File: config.mk
export PLATFORM = sky130hd
export DESIGN_NAME = dense_layer_scheduler_flat
export DESIGN_NICKNAME = d
export VERILOG_FILES = /design/src/rtl/dense_layer_scheduler_pkg.sv /design/src/rtl/dense_layer_scheduler_if.sv /design/src/rtl/dense_layer_scheduler_rr_read_arbiter.sv /design/src/rtl/dense_layer_scheduler.sv /design/src/flat_wrapper.sv
export SDC_FILE = /design/constraint.sdc
export NUM_CORES = 1
export LEC_CHECK = 0
export ABC_AREA = 0
export BUFFER_PORTS_ARGS = -buffer_cell sky130_fd_sc_hd__buf_2
export CORE_MARGIN = 2
export CORE_UTILIZATION = 56
export CTS_BUF_LIST = sky130_fd_sc_hd__clkbuf_2
export DETAILED_ROUTE_END_ITERATION = 8
export PLACE_DENSITY = 0.82
export SYNTH_ARGS = -nofsm -noshare
export SYNTH_HDL_FRONTEND = slang
export SYNTH_HIERARCHICAL = 1
export SYNTH_SLANG_ARGS = --single-unit
File: constraint.sdc
create_clock -name clk -period 2 [get_ports clk]
set_input_delay 0.2 -clock clk [delete_from_list [all_inputs] [get_ports clk]]
set_output_delay 0.2 -clock clk [all_outputs]
set_load 0.02 [all_outputs]
File: src/rtl/dense_layer_scheduler_pkg.sv
`default_nettype none
// ============================================================================
// dense_layer_scheduler_pkg: shared state encoding, control decode, arbiter helper
// Rev 1.0 - initial release
// ============================================================================
package dense_layer_scheduler_pkg;

  localparam int c_RD_LATENCY = 1;

  typedef enum logic [2:0] {
    ST_IDLE      = 3'd0,
    ST_ENG_RESET = 3'd1,
    ST_RUN       = 3'd2,
    ST_READOUT   = 3'd3,
    ST_FINISHED  = 3'd4,
    ST_ERROR     = 3'd5
  } state_t;

  typedef struct packed {
    logic engine_reset;
    logic en_read;
    logic en_op;
    logic busy;
    logic done;
    logic error;
  } ctrl_t;

  // Control outputs are a pure function of the state being entered.
  function automatic ctrl_t ctrl_decode(input state_t st);
    ctrl_t c;
    c = '0;
    case (st)
      ST_IDLE:      c.engine_reset = 1'b1;
      ST_ENG_RESET: begin c.engine_reset = 1'b1; c.busy = 1'b1; end
      ST_RUN:       begin c.en_read = 1'b1; c.en_op = 1'b1; c.busy = 1'b1; end
      ST_READOUT:   c.busy = 1'b1;
      ST_FINISHED:  c.done = 1'b1;
      ST_ERROR:     begin c.engine_reset = 1'b1; c.error = 1'b1; end
      default:      c.engine_reset = 1'b1;
    endcase
    return c;
  endfunction

  // A wins unless only B is eligible, or both are and B holds priority.
  function automatic logic arb_pick_a(input logic ok_a, input logic ok_b, input logic prio_b);
    return ok_a && (!ok_b || !prio_b);
  endfunction

endpackage
`default_nettype wire

File: src/rtl/dense_layer_scheduler_if.sv
`default_nettype none
// ============================================================================
// dense_layer_scheduler_if: two-reader output-BRAM read bus
// Rev 1.0 - initial release
// ============================================================================
interface dense_layer_scheduler_if #(
  parameter int ADDR_W = 7
);
  logic              rd_req_a;
  logic              rd_req_b;
  logic [ADDR_W-1:0] rd_addr_a;
  logic [ADDR_W-1:0] rd_addr_b;
  logic              grant_a;
  logic              grant_b;
  logic              rd_valid_a;
  logic              rd_valid_b;

  modport master (
    output rd_req_a, rd_req_b, rd_addr_a, rd_addr_b,
    input  grant_a, grant_b, rd_valid_a, rd_valid_b
  );

  modport slave (
    input  rd_req_a, rd_req_b, rd_addr_a, rd_addr_b,
    output grant_a, grant_b, rd_valid_a, rd_valid_b
  );
endinterface
`default_nettype wire

File: src/rtl/dense_layer_scheduler_rr_read_arbiter.sv
`default_nettype none
// ============================================================================
// rr_read_arbiter: 2-way round-robin read arbiter, range check, valid pipeline
// Rev 1.0 - initial release
// ============================================================================
module rr_read_arbiter
  import dense_layer_scheduler_pkg::*;
#(
  parameter int ADDR_W = 7,
  parameter int NEURON = 100
) (
  input  logic              clk,
  input  logic              reset,
  input  logic              i_active,
  input  logic              i_req_a,
  input  logic [ADDR_W-1:0] i_addr_a,
  input  logic              i_req_b,
  input  logic [ADDR_W-1:0] i_addr_b,
  output logic              o_grant_a,
  output logic              o_grant_b,
  output logic [ADDR_W-1:0] o_out_addr,
  output logic              o_out_enable,
  output logic              o_valid_a,
  output logic              o_valid_b
);

  localparam logic [31:0] c_NEURON = 32'(NEURON);

  logic              w_ok_a;
  logic              w_ok_b;
  logic              w_any;
  logic              w_pick_a;
  logic              w_valid_a;
  logic              w_valid_b;
  logic              r_prio_b;
  logic              r_grant_a;
  logic              r_grant_b;
  logic              r_out_en;
  logic [ADDR_W-1:0] r_out_addr;

  always_comb begin
    w_ok_a   = i_active && i_req_a && (32'(i_addr_a) < c_NEURON);
    w_ok_b   = i_active && i_req_b && (32'(i_addr_b) < c_NEURON);
    w_any    = w_ok_a || w_ok_b;
    w_pick_a = arb_pick_a(w_ok_a, w_ok_b, r_prio_b);
  end

  // r_prio_b remembers that A was granted last, handing the next tie to B.
  always_ff @(posedge clk) begin
    if (reset) begin
      r_prio_b   <= 1'b0;
      r_grant_a  <= 1'b0;
      r_grant_b  <= 1'b0;
      r_out_en   <= 1'b0;
      r_out_addr <= '0;
    end else begin
      r_grant_a <= w_any && w_pick_a;
      r_grant_b <= w_any && !w_pick_a;
      r_out_en  <= w_any;
      if (w_any) begin
        r_out_addr <= w_pick_a ? i_addr_a : i_addr_b;
        r_prio_b   <= w_pick_a;
      end
    end
  end

  generate
    if (c_RD_LATENCY == 1) begin : g_lat1
      logic r_va;
      logic r_vb;
      always_ff @(posedge clk) begin
        if (reset) begin
          r_va <= 1'b0;
          r_vb <= 1'b0;
        end else begin
          r_va <= r_grant_a;
          r_vb <= r_grant_b;
        end
      end
      assign w_valid_a = r_va;
      assign w_valid_b = r_vb;
    end else begin : g_latn
      logic [c_RD_LATENCY-1:0] r_pipe_a;
      logic [c_RD_LATENCY-1:0] r_pipe_b;
      always_ff @(posedge clk) begin
        if (reset) begin
          r_pipe_a <= '0;
          r_pipe_b <= '0;
        end else begin
          r_pipe_a <= {r_pipe_a[c_RD_LATENCY-2:0], r_grant_a};
          r_pipe_b <= {r_pipe_b[c_RD_LATENCY-2:0], r_grant_b};
        end
      end
      assign w_valid_a = r_pipe_a[c_RD_LATENCY-1];
      assign w_valid_b = r_pipe_b[c_RD_LATENCY-1];
    end
  endgenerate

  assign o_grant_a    = r_grant_a;
  assign o_grant_b    = r_grant_b;
  assign o_out_addr   = r_out_addr;
  assign o_out_enable = r_out_en;
  assign o_valid_a    = w_valid_a;
  assign o_valid_b    = w_valid_b;

endmodule
`default_nettype wire

File: src/rtl/dense_layer_scheduler.sv
`default_nettype none
// ============================================================================
// dense_layer_scheduler: sequences the dense engine through layers, arbitrates readout
// Rev 1.0 - initial release
// ============================================================================
module dense_layer_scheduler
  import dense_layer_scheduler_pkg::*;
#(
  parameter int NUM_LAYERS     = 3,
  parameter int LAYER_W        = 2,
  parameter int NEURON         = 100,
  parameter int ADDR_W         = 7,
  parameter int RESET_CYCLES   = 2,
  parameter int TIMEOUT_CYCLES = 65535
) (
  input  logic                    clk,
  input  logic                    reset,
  input  logic                    i_start,
  input  logic                    i_engine_done,
  input  logic                    i_readout_done,
  dense_layer_scheduler_if.slave  rd_bus,
  output logic                    o_engine_reset,
  output logic                    o_engine_enable_read,
  output logic                    o_engine_enable_op,
  output logic [LAYER_W-1:0]      o_layer_sel,
  output logic [ADDR_W-1:0]       o_out_addr,
  output logic                    o_out_enable,
  output logic                    o_busy,
  output logic                    o_done,
  output logic                    o_error
);

  localparam int c_RST_CW = (RESET_CYCLES > 1) ? $clog2(RESET_CYCLES) : 1;
  localparam int c_WD_W   = $clog2(TIMEOUT_CYCLES + 1);

  localparam logic [c_RST_CW-1:0] c_RST_LAST   = c_RST_CW'(RESET_CYCLES - 1);
  localparam logic [c_WD_W-1:0]   c_WD_LAST    = c_WD_W'(TIMEOUT_CYCLES - 1);
  localparam logic [LAYER_W-1:0]  c_LAST_LAYER = LAYER_W'(NUM_LAYERS - 1);

  state_t              r_state;
  state_t              w_state_nxt;
  logic [c_RST_CW-1:0] r_rst_cnt;
  logic [c_RST_CW-1:0] w_rst_cnt_nxt;
  logic [c_WD_W-1:0]   r_wd;
  logic [c_WD_W-1:0]   w_wd_nxt;
  logic [LAYER_W-1:0]  r_layer;
  logic [LAYER_W-1:0]  w_layer_nxt;
  ctrl_t               r_ctrl;
  logic                w_arb_active;

  always_comb begin
    w_state_nxt   = r_state;
    w_rst_cnt_nxt = r_rst_cnt;
    w_wd_nxt      = r_wd;
    w_layer_nxt   = r_layer;
    case (r_state)
      ST_IDLE, ST_FINISHED, ST_ERROR: begin
        if (i_start) begin
          w_state_nxt   = ST_ENG_RESET;
          w_layer_nxt   = '0;
          w_rst_cnt_nxt = '0;
        end
      end
      ST_ENG_RESET: begin
        if (r_rst_cnt == c_RST_LAST) begin
          w_state_nxt = ST_RUN;
          w_wd_nxt    = '0;
        end else begin
          w_rst_cnt_nxt = r_rst_cnt + c_RST_CW'(1);
        end
      end
      ST_RUN: begin
        // A done arriving on the watchdog's final cycle still counts as success.
        if (i_engine_done) begin
          w_state_nxt = ST_READOUT;
          w_wd_nxt    = '0;
        end else if (r_wd == c_WD_LAST) begin
          w_state_nxt = ST_ERROR;
          w_wd_nxt    = '0;
        end else begin
          w_wd_nxt = r_wd + c_WD_W'(1);
        end
      end
      ST_READOUT: begin
        if (i_readout_done) begin
          if (r_layer < c_LAST_LAYER) begin
            w_state_nxt   = ST_ENG_RESET;
            w_layer_nxt   = r_layer + LAYER_W'(1);
            w_rst_cnt_nxt = '0;
          end else begin
            w_state_nxt = ST_FINISHED;
          end
        end
      end
      default: w_state_nxt = ST_IDLE;
    endcase
  end

  // Outputs are decoded from the next state so they change on the same edge as the state.
  always_ff @(posedge clk) begin
    if (reset) begin
      r_state   <= ST_IDLE;
      r_rst_cnt <= '0;
      r_wd      <= '0;
      r_layer   <= '0;
      r_ctrl    <= ctrl_decode(ST_IDLE);
    end else begin
      r_state   <= w_state_nxt;
      r_rst_cnt <= w_rst_cnt_nxt;
      r_wd      <= w_wd_nxt;
      r_layer   <= w_layer_nxt;
      r_ctrl    <= ctrl_decode(w_state_nxt);
    end
  end

  assign w_arb_active = (r_state == ST_READOUT) || (r_state == ST_FINISHED);

  rr_read_arbiter #(
    .ADDR_W (ADDR_W),
    .NEURON (NEURON)
  ) u_arb (
    .clk          (clk),
    .reset        (reset),
    .i_active     (w_arb_active),
    .i_req_a      (rd_bus.rd_req_a),
    .i_addr_a     (rd_bus.rd_addr_a),
    .i_req_b      (rd_bus.rd_req_b),
    .i_addr_b     (rd_bus.rd_addr_b),
    .o_grant_a    (rd_bus.grant_a),
    .o_grant_b    (rd_bus.grant_b),
    .o_out_addr   (o_out_addr),
    .o_out_enable (o_out_enable),
    .o_valid_a    (rd_bus.rd_valid_a),
    .o_valid_b    (rd_bus.rd_valid_b)
  );

  assign o_engine_reset       = r_ctrl.engine_reset;
  assign o_engine_enable_read = r_ctrl.en_read;
  assign o_engine_enable_op   = r_ctrl.en_op;
  assign o_busy               = r_ctrl.busy;
  assign o_done               = r_ctrl.done;
  assign o_error              = r_ctrl.error;
  assign o_layer_sel          = r_layer;

endmodule
`default_nettype wire

File: src/flat_wrapper.sv
// flat-port wrapper written by rule: the top's interface ports become plain ports
module dense_layer_scheduler_flat import dense_layer_scheduler_pkg::*;
#(
  parameter int NUM_LAYERS     = 3,
  parameter int LAYER_W        = 2,
  parameter int NEURON         = 100,
  parameter int ADDR_W         = 7,
  parameter int RESET_CYCLES   = 2,
  parameter int TIMEOUT_CYCLES = 65535
)
  (clk, reset, i_start, i_engine_done, i_readout_done, o_engine_reset, o_engine_enable_read, o_engine_enable_op, o_layer_sel, o_out_addr, o_out_enable, o_busy, o_done, o_error, rd_bus_rd_req_a, rd_bus_rd_req_b, rd_bus_rd_addr_a, rd_bus_rd_addr_b, rd_bus_grant_a, rd_bus_grant_b, rd_bus_rd_valid_a, rd_bus_rd_valid_b);
  dense_layer_scheduler_if #(.ADDR_W(ADDR_W)) rd_bus_i ();
  input  logic clk;
  input  logic reset;
  input  logic i_start;
  input  logic i_engine_done;
  input  logic i_readout_done;
  output logic o_engine_reset;
  output logic o_engine_enable_read;
  output logic o_engine_enable_op;
  output logic [LAYER_W-1:0] o_layer_sel;
  output logic [ADDR_W-1:0] o_out_addr;
  output logic o_out_enable;
  output logic o_busy;
  output logic o_done;
  output logic o_error;
  input wire logic [$bits(rd_bus_i.rd_req_a)-1:0] rd_bus_rd_req_a;
  input wire logic [$bits(rd_bus_i.rd_req_b)-1:0] rd_bus_rd_req_b;
  input wire logic [$bits(rd_bus_i.rd_addr_a)-1:0] rd_bus_rd_addr_a;
  input wire logic [$bits(rd_bus_i.rd_addr_b)-1:0] rd_bus_rd_addr_b;
  output wire logic [$bits(rd_bus_i.grant_a)-1:0] rd_bus_grant_a;
  output wire logic [$bits(rd_bus_i.grant_b)-1:0] rd_bus_grant_b;
  output wire logic [$bits(rd_bus_i.rd_valid_a)-1:0] rd_bus_rd_valid_a;
  output wire logic [$bits(rd_bus_i.rd_valid_b)-1:0] rd_bus_rd_valid_b;
  assign rd_bus_i.rd_req_a = rd_bus_rd_req_a;
  assign rd_bus_i.rd_req_b = rd_bus_rd_req_b;
  assign rd_bus_i.rd_addr_a = rd_bus_rd_addr_a;
  assign rd_bus_i.rd_addr_b = rd_bus_rd_addr_b;
  assign rd_bus_grant_a = rd_bus_i.grant_a;
  assign rd_bus_grant_b = rd_bus_i.grant_b;
  assign rd_bus_rd_valid_a = rd_bus_i.rd_valid_a;
  assign rd_bus_rd_valid_b = rd_bus_i.rd_valid_b;
  dense_layer_scheduler #(.NUM_LAYERS(NUM_LAYERS), .LAYER_W(LAYER_W), .NEURON(NEURON), .ADDR_W(ADDR_W), .RESET_CYCLES(RESET_CYCLES), .TIMEOUT_CYCLES(TIMEOUT_CYCLES)) u_core (.clk(clk), .reset(reset), .i_start(i_start), .i_engine_done(i_engine_done), .i_readout_done(i_readout_done), .rd_bus(rd_bus_i), .o_engine_reset(o_engine_reset), .o_engine_enable_read(o_engine_enable_read), .o_engine_enable_op(o_engine_enable_op), .o_layer_sel(o_layer_sel), .o_out_addr(o_out_addr), .o_out_enable(o_out_enable), .o_busy(o_busy), .o_done(o_done), .o_error(o_error));
endmodule
---- Word level (Yosys, flattened, before mapping) ----
Index checks and enable logic that the tools add are counted.
word-level totals
  flip-flop bits (word level) ............. 41
  bits of input ports ..................... 21
  logic and storage cells ................. 87
operators by class
  add/sub/neg operators ................... 3
  $lt $le $gt $ge ......................... 3
  equal/unequal tests ..................... 15
  muxes and demuxes ....................... 26
  reduce and logical (&&, ||, !) cells .... 23
operator list
  cell                                                                      number
  16-bit two-way mux                                                        3
  16-bit one-hot mux with 2 select lines                                    1
  3-bit two-way mux                                                         6
  16-bit by 1-bit adder with 16-bit output (second input constant)          1
  16-bit == test (second input constant)                                    1
  7-bit less-than comparator (second input constant)                        2
  3-bit by 2-bit == test with 1-bit output (second input constant)          4
  3-bit == test (second input constant)                                     4
  3-bit one-hot mux with 4 select lines                                     1
  3-bit OR reduction                                                        3
  1-bit two-way mux                                                         8
  2-bit two-way mux                                                         4
  4-bit AND reduction                                                       2
  1-bit logical AND                                                         7
  7-bit two-way mux                                                         1
  3-bit by 1-bit == test with 1-bit output (second input constant)          2
  2-bit by 1-bit inequality test with 1-bit output (second input constant)  2
  2-bit inequality test (second input constant)                             2
  2-bit one-hot mux with 2 select lines                                     1
  2-bit nonzero test                                                        2
  1-bit zero test                                                           3
  3-bit zero test                                                           1
  1-bit logical OR                                                          3
  1-bit one-hot mux with 3 select lines                                     1
  5 further kinds                                                           5

---- Depth between registers and ports, before layout ----
Gate-level depths: netlist (run 1).
  depth in word-level cells ............... 9
  depth in mapped cells ................... 8
  gate-level depth less buffers ........... 7

---- Hierarchy ----
Netlist (run 1), hierarchy kept.
modules (own cells, without submodules)
  module                 times used  cells an instance  area each (um^2)
  dense_layer_scheduler  1           161                1348.8
  rr_read_arbiter        1           43                 529.3

---- Worst setup path before layout (run 1) ----
Ideal clock, no wire load.
  path type ............................... reg-to-reg
  start ................................... register u_core.r_state[1]
  end ..................................... register u_core.u_arb.r_out_addr[0] (netlist: u_core/u_arb/o_out_addr[0])
  data arrival time ....................... 1.626 ns
  required time ........................... 1.875 ns
  path slack .............................. 0.249 ns
  cell stages (with the launch flop) ...... 7
  buffers on the path ..................... 1
  period minus slack after synthesis ...... 1.751 ns
  cells stage by stage .................... dfxtp_1 > buf_4 > nand2b_1 > o21ai_0 > o2111ai_4 > mux2i_1 > o2bb2ai_1
on the way
  longest elaborated chain between the ends .. 8
ends and longest elaborated chain
  element                                                                           RTL line                                     source
  start, declared                                                                   dense_layer_scheduler.sv:40                  state_t r_state;
  start signal, assigned                                                            dense_layer_scheduler.sv:108                 r_state <= w_state_nxt;
  3-bit by 2-bit == test with 1-bit output / 3-bit == test (equally long branches)  dense_layer_scheduler.sv:116                 assign w_arb_active = (r_state == ST_READOUT) || (r_state == ST_FINISHED);
  1-bit logical OR (*)                                                              dense_layer_scheduler.sv:116
  named net u_core.w_arb_active                                                     dense_layer_scheduler.sv:49                  logic w_arb_active;
  1-bit logical AND (2 in series)                                                   dense_layer_scheduler_rr_read_arbiter.sv:43  w_ok_b = i_active && i_req_b && (32'(i_addr_b) < c_NEURON);
  1-bit zero test                                                                   dense_layer_scheduler_pkg.sv:46              return ok_a && (!ok_b || !prio_b);
  1-bit logical OR                                                                  dense_layer_scheduler_pkg.sv:46
  1-bit logical AND                                                                 dense_layer_scheduler_pkg.sv:46
  7-bit two-way mux                                                                 dense_layer_scheduler_rr_read_arbiter.sv:61  r_out_addr <= w_pick_a ? i_addr_a : i_addr_b;
  end signal, assigned                                                              dense_layer_scheduler_rr_read_arbiter.sv:61
  end, declared                                                                     dense_layer_scheduler_rr_read_arbiter.sv:39  logic [ADDR_W-1:0] r_out_addr;
The timed path passes the listed nets; every way through them passes the cells marked *.
A chain may end at the register's enable or synchronous reset.

---- Worst setup path in the final report (run 1) ----
  start ................................... register u_core.r_state[1]
  end ..................................... register u_core.r_wd[6]
on the way
  longest elaborated chain between the ends .. 3
ends and longest elaborated chain
  element                                                                                                      RTL line                      source
  3-bit by 1-bit == test with 1-bit output / 3-bit by 2-bit == test with 1-bit output (equally long branches)  dense_layer_scheduler.sv:56   case (r_state)
  2-bit by 1-bit inequality test with 1-bit output (no line) / 2-bit nonzero test (equally long branches)      n/a
  2-bit AND reduction (no line)                                                                                n/a
  end signal, assigned                                                                                         dense_layer_scheduler.sv:110  r_wd <= w_wd_nxt;
  end, declared                                                                                                dense_layer_scheduler.sv:44   logic [c_WD_W-1:0] r_wd;
Several ways; a longest one is shown, not always the timed one.

==> results of run 1 <==
sequential cells by signal (all words and copies together) (netlist names), 2 cells and up:
register / cells
u_core/r_wd: 16
u_core/u_arb/o_out_addr: 7
u_core/r_state: 3
u_core/o_layer_sel: 2
critical path, stage by stage, from the launching register on:
cell	delay [ns]
dfxtp_1	0.47
or3b_4	0.47
a21oi_4	0.22
nand2_1	0.10
or3b_1	0.37
a21oi_1	0.12
layer usage:
metal,track usage,routed length (µm),up-vias
met2,0.335,1930,49
met5,0,0,-
li1,-,-,820
met4,0.0699,21,0
met3,0.0725,190,2
met1,0.275,1740,751
metrics by stage:
stage                     hold slack (ns)  utilization
after floorplan                     0.272            -
after global placement              0.439        0.648
after detailed placement            0.448        0.648
after CTS                          0.0573        0.668
after global routing               0.0728        0.674
final                              0.0799        0.674
worst paths after layout:
kind / slack (ns) / start / endpoint
hold reg to reg: 0.48 / u_core/u_arb/o_grant_a$_SDFF_PP0_ / u_core/u_arb/o_valid_a$_SDFF_PP0_
hold / removal: 0.08 / rd_bus_rd_addr_a[1] / u_core/u_arb/o_out_addr[1]$_SDFFE_PP0P_
setup reg to reg: 0.20 / u_core/r_state[1]$_SDFF_PP0_ / u_core/r_wd[6]$_SDFFE_PP0P_
setup / recovery: 0.20 / u_core/r_state[1]$_SDFF_PP0_ / u_core/r_wd[6]$_SDFFE_PP0P_
kinds of logic (layout without fill, tap and decap cells):
kind of cell	count (synthesis)	count (layout)
DFF	40	40
and+or+nand+nor	90	90
muxes	9	9
adders and majority gates	2	2
buffers and inverters	11	56
xor gates and xnor gates	12	12
AOI/OAI and AO/OA	40	41
final cells by class:
cell class,instances,share of cell area
clock inverter,2,0.0158
inverter,4,0.00678
sequential,40,0.362
timing repair buffer,44,0.104
tap,46,0.0260
clock buffer,6,0.0136
multi-input combinational,154,0.471
repair_timing:
item                                    4_1_cts  5_1_grt
gates cloned                                  0        1
endpoints found under the setup margin        4        8
gates resized for setup                       1        2
pin swaps                                     0        1
report_power, final:
group / leakage, nW / switching [mW] / internal, mW
clock network: 0.0430 / 0.266 / 0.215
logic: 0.583 / 0.0980 / 0.0650
registers: 0.323 / 0.0148 / 0.812
total: 0.949 / 0.379 / 1.09
cell usage in the layout (no fill, tap or decap), drive strengths merged, types with 3 or more instances in the layout:
cell type,Yosys,layout
buf,5,44
dfxtp,40,40
nor2,30,30
nand2,14,14
a21oi,13,13
xor2,10,10
mux2i,9,9
o2bb2ai,8,8
nand3,7,7
nor2b,7,7
nor3,7,7
clkbuf,2,6
nand4,6,6
inv,4,4
o21ai,4,4
and2,3,3
nor4,3,3
==> flow_metrics.env, run 1 <==
export IMPL_outcome="completed"
export IMPL_yosys_warnings=6
export IMPL_period_needed_ns=1.80
export IMPL_rsz0062_at_grt="false"
export IMPL_vdd_drop_max_uv=415
export IMPL_fin_setup_tns_ns=0
export IMPL_yosys_area_share_simple=0.252
export IMPL_syn_nets=227
export IMPL_cts_root_buffer="clkbuf_2"
export IMPL_yosys_top_cells_count="dfxtp_1 (40), nor2_1 (30), nand2_1 (14), a21oi_1 (11), xor2_1 (10)"
export IMPL_muxShareOfSynthArea=0.0480
export IMPL_worst_path_max_fanout=7
export IMPL_synth_area_leader_cell="dfxtp_1"
export IMPL_synth_xor_area_frac=0.0560
export IMPL_criticalPathCategory="register to register"
export IMPL_cp_end_kind="register"
export IMPL_setup_violations=0
export IMPL_cts_setup_buffers=0
export IMPL_cp_data_arrival_time_ns=2.14
export IMPL_maxCapViolCount=0
export IMPL_syn_inst=204
export IMPL_die_h_um=61.9
export IMPL_timing_final_max_slew_violations=0
export IMPL_finalPower_mw=1.47
export IMPL_grt_pass1_vias=1369
export IMPL_p_leak_nw=0.949
export IMPL_die_x_um=61.9
export IMPL_io_buffer_count=40
export IMPL_hold_class="primary input to register"
export IMPL_setup_ws_ns=0.201
export IMPL_syn_avg_cell_area_um2=9.21
export IMPL_antenna_found_initial=0
export IMPL_io_pins=41
export IMPL_worstPathRequired_ns=2.35
export IMPL_nets=272
export IMPL_fill_cells=271
export IMPL_r2r_cells=5
export IMPL_cts_sinks=40
export IMPL_design_area_mm2=0.00221
export IMPL_hold_viol=0
export IMPL_wirelength_mm=3.87
export IMPL_synth_edff_count=0
export IMPL_clk_latency_ns=0.40
export IMPL_dpl_hpwl_mm=2.78
export IMPL_fin_crit_sh=0.900
export IMPL_cellPowerDensity_mw_per_mm2=665
export IMPL_drc=0
export IMPL_seq_area_um2=802
export IMPL_synth_distinct_cells=48
export IMPL_drt_iter0_markers=89
export IMPL_worst_pin_slew_ns=0.563
export IMPL_grt_max_degree=23
export IMPL_final_cells=296
export IMPL_finClkSkew_ns=0.0203
export IMPL_relSlewSlack=0.625
export IMPL_gp_congestion=0.916
export IMPL_fmax_mhz=556
export IMPL_async_reset_ff_frac=0
export IMPL_htree_levels=2
export IMPL_core_area_mm2=0.00328
export IMPL_ant_nets=0
export IMPL_multi_input_area_mm2=0.00104
export IMPL_holdBufCountCts=0
export IMPL_dp_cells=287
export IMPL_placed_cell_area_mm2=0.00213
export IMPL_min_path_cells=3
export IMPL_start_util=0.572
export IMPL_synthFlopType="dfxtp_1"
export IMPL_synth_compound_area_frac=0.177
export IMPL_ys_seq_elements=40
export IMPL_dr_pass1_iters=4
export IMPL_rows=21
export IMPL_via_per_inst=5.48
export IMPL_drive_above_1_share=0.256
export IMPL_clk_pin_slew_ns=0.21
export IMPL_grt_overflow=0
export IMPL_synth_seq_area_share=0.426
export IMPL_ys_top_cells_by_area="dfxtp_1 (43%), nor2_1 (6.0%), mux2i_1 (4.8%)"
export IMPL_synth_top_area_share=0.426
export IMPL_synth_most_common_cell="dfxtp_1"
export IMPL_num_antenna_cells=0
export IMPL_track_usage=0.213
export IMPL_dp_worst_setup_slack_ns=0.00214
export IMPL_cts_tree="built"
export IMPL_startpoint_type="register"
export IMPL_wl_per_cell_um=13.1
export IMPL_fp_dieArea_mm2=0.00383
export IMPL_syn_to_final_growth_pct=17.9
export IMPL_grt_pass1_wl_mm=5.95
export IMPL_synthesis_area_mm2=0.00188
export IMPL_yosys_area_share_adder=0.0133
export IMPL_synth_top_family_by_area="simple AND/OR/NAND/NOR gates"
export IMPL_clockBufferDepth=2
export IMPL_vias=1622
export IMPL_numCtsBuffers=5
(Power assumes the default switching activity.)
==> run 2: changes to the inputs <==
CORE_UTILIZATION = 40   (was 56)
PLACE_DENSITY = 0.62   (was 0.82)
==> flow_metrics.env, run 2 (same netlist as run 1, synthesis figures left out) <==
export IMPL_num_antenna_cells=0
export IMPL_hold_class="primary input to register"
export IMPL_min_from="rd_bus_rd_addr_a[1]"
export IMPL_worst_path_max_fanout=15
export IMPL_fin_crit_sh=0.916
export IMPL_cts_tree="built"
export IMPL_io_pins=41
export IMPL_period_needed_ns=1.83
export IMPL_cp_data_arrival_time_ns=2.18
export IMPL_crit_family="simple AND/OR/NAND/NOR gates"
export IMPL_ant_nets=0
export IMPL_rsz0062_at_grt="false"
export IMPL_grt_pass1_vias=1398
export IMPL_clk_pin_slew_ns=0.21
export IMPL_vdd_drop_max_uv=360
export IMPL_nets=274
export IMPL_r2r_slack_ns=0.17
export IMPL_track_usage=0.158
export IMPL_fin_setup_tns_ns=0
export IMPL_io_buffer_count=40
export IMPL_maxCapViolCount=0
export IMPL_dpl_hpwl_mm=2.94
export IMPL_core_area_mm2=0.00444
export IMPL_path_cells="buf_4 -> nand4bb_1 -> a21oi_4 -> nand2_1 -> or3b_1 -> a21oi_1"
export IMPL_criticalPathCategory="register to register"
export IMPL_grt_pass1_wl_mm=6.42
export IMPL_dr_pass1_iters=4
export IMPL_cellPowerDensity_mw_per_mm2=609
export IMPL_wl_per_cell_um=13.0
export IMPL_hold_worst_slack_ns=0.0475
export IMPL_fp_dieArea_mm2=0.00526
export IMPL_grt_max_degree=23
export IMPL_outcome="completed"
export IMPL_fill_cells=451
export IMPL_largest_register="u_core/r_wd"
export IMPL_cts_setup_buffers=0
export IMPL_start_util=0.423
export IMPL_slowest_delay_ns=0.39
export IMPL_die_x_um=72.5
export IMPL_cts_root_buffer="clkbuf_2"
export IMPL_htree_levels=2
export IMPL_holdPathEnd="u_core/u_arb/o_out_addr[1]$_SDFFE_PP0P_"
export IMPL_r2r_cells=6
export IMPL_setup_violations=0
export IMPL_drc=0
export IMPL_cp_end_kind="register"
export IMPL_timing_final_max_slew_violations=0
export IMPL_drive_above_1_share=0.250
export IMPL_fmax_mhz=546
export IMPL_antenna_found_initial=0
export IMPL_gp_congestion=0.783
export IMPL_rows=24
export IMPL_via_per_inst=5.19
export IMPL_final_cell_mix="buf_2 (40), dfxtp_1 (40), nor2_1 (30), nand2_1 (14), a21oi_1 (11)"
export IMPL_hold_viol=0
export IMPL_path_buf_inv=1
export IMPL_worstPathRequired_ns=2.35
export IMPL_drt_iter0_markers=45
export IMPL_timing_rr_end="u_core/r_wd[6]$_SDFFE_PP0P_"
export IMPL_wirelength_mm=3.96
export IMPL_clockBufferDepth=2
export IMPL_syn_to_final_growth_pct=17.0
export IMPL_finalPower_mw=1.34
export IMPL_startpoint_type="register"
export IMPL_clk_latency_ns=0.40
export IMPL_seq_area_um2=801
export IMPL_finClkSkew_ns=0.0167
export IMPL_multi_input_area_mm2=0.00102
export IMPL_final_cells=304
export IMPL_numCtsBuffers=5
export IMPL_worst_pin_slew_ns=0.449
export IMPL_dp_cells=296
export IMPL_vias=1578
export IMPL_relSlewSlack=0.700
export IMPL_die_h_um=72.5
export IMPL_grt_overflow=0
export IMPL_cts_sinks=40
export IMPL_largest_reg_flops=16
export IMPL_regToRegStartpoint="u_core/r_state[1]$_SDFF_PP0_"
export IMPL_p_leak_nw=0.947
export IMPL_slowest_stage="dfxtp_1"
export IMPL_min_path_cells=3
[run 2: cell type report]
cell class,count,area share
sequential,40,0.364
multi-input combinational,153,0.466
timing repair buffer,47,0.115
inverter,4,0.00683
tap,52,0.0296
clock inverter,3,0.00626
clock buffer,5,0.0114
[run 2: worst min-delay path, delay by kind of cell]
kind                   cells  cell delay [ns]
buffers and inverters      1             0.07
AO/OA/AOI/OAI              1             0.11
multiplexers               1             0.05
[run 2: worst max-delay path by stage]
stage,depth (start not counted),start,slack [ns],endpoint
2_1_floorplan,6,u_core/r_state[1]$_SDFF_PP0_,0.25,u_core/u_arb/o_out_addr[0]$_SDFFE_PP0P_
5_1_grt,6,u_core/r_state[2]$_SDFF_PP0_,0.06,u_core/u_arb/o_out_addr[6]$_SDFFE_PP0P_
3_5_place_dp,5,u_core/r_state[2]$_SDFF_PP0_,0.08,u_core/u_arb/o_out_addr[6]$_SDFFE_PP0P_
3_3_place_gp,5,u_core/r_state[2]$_SDFF_PP0_,0.13,u_core/u_arb/o_out_addr[2]$_SDFFE_PP0P_
6_report,6,u_core/r_state[1]$_SDFF_PP0_,0.17,u_core/r_wd[6]$_SDFFE_PP0P_
4_1_cts,5,u_core/r_state[2]$_SDFF_PP0_,0.03,u_core/u_arb/o_out_addr[6]$_SDFFE_PP0P_
[run 2: routing by layer]
| layer | GRT usage | routed length [µm] | part of all wire |
|---|---|---|---|
| met3 | 0.0472 | 153 | 0.039 |
| met4 | 0.0700 | 84 | 0.021 |
| met5 | 0 | 0 | 0 |
| met2 | 0.258 | 1860 | 0.47 |
| met1 | 0.193 | 1860 | 0.47 |
[run 2: per-stage QoR]
step	utilization	worst slack (ns)	instance area [µm²]
2_1_floorplan	-	0.249	1880
3_3_place_gp	0.486	0.135	2160
3_5_place_dp	0.486	0.0755	2160
4_1_cts	0.494	0.0337	2200
5_1_grt	0.494	0.0645	2200
6_report	0.494	0.168	2200
[run 2: power by group]
| group | switching, mW | internal (mW) |
|---|---|---|
| Sequential | 0.0113 | 0.811 |
| Combinational | 0.102 | 0.0695 |
| Clock | 0.266 | 0.0784 |
| Total | 0.380 | 0.959 |
[run 2: what timing repair did]
action / 4_1_cts / 5_1_grt
endpoints found under the setup margin: 0 / 8
hold buffers: 0 / 0
gates resized for setup: 0 / 1
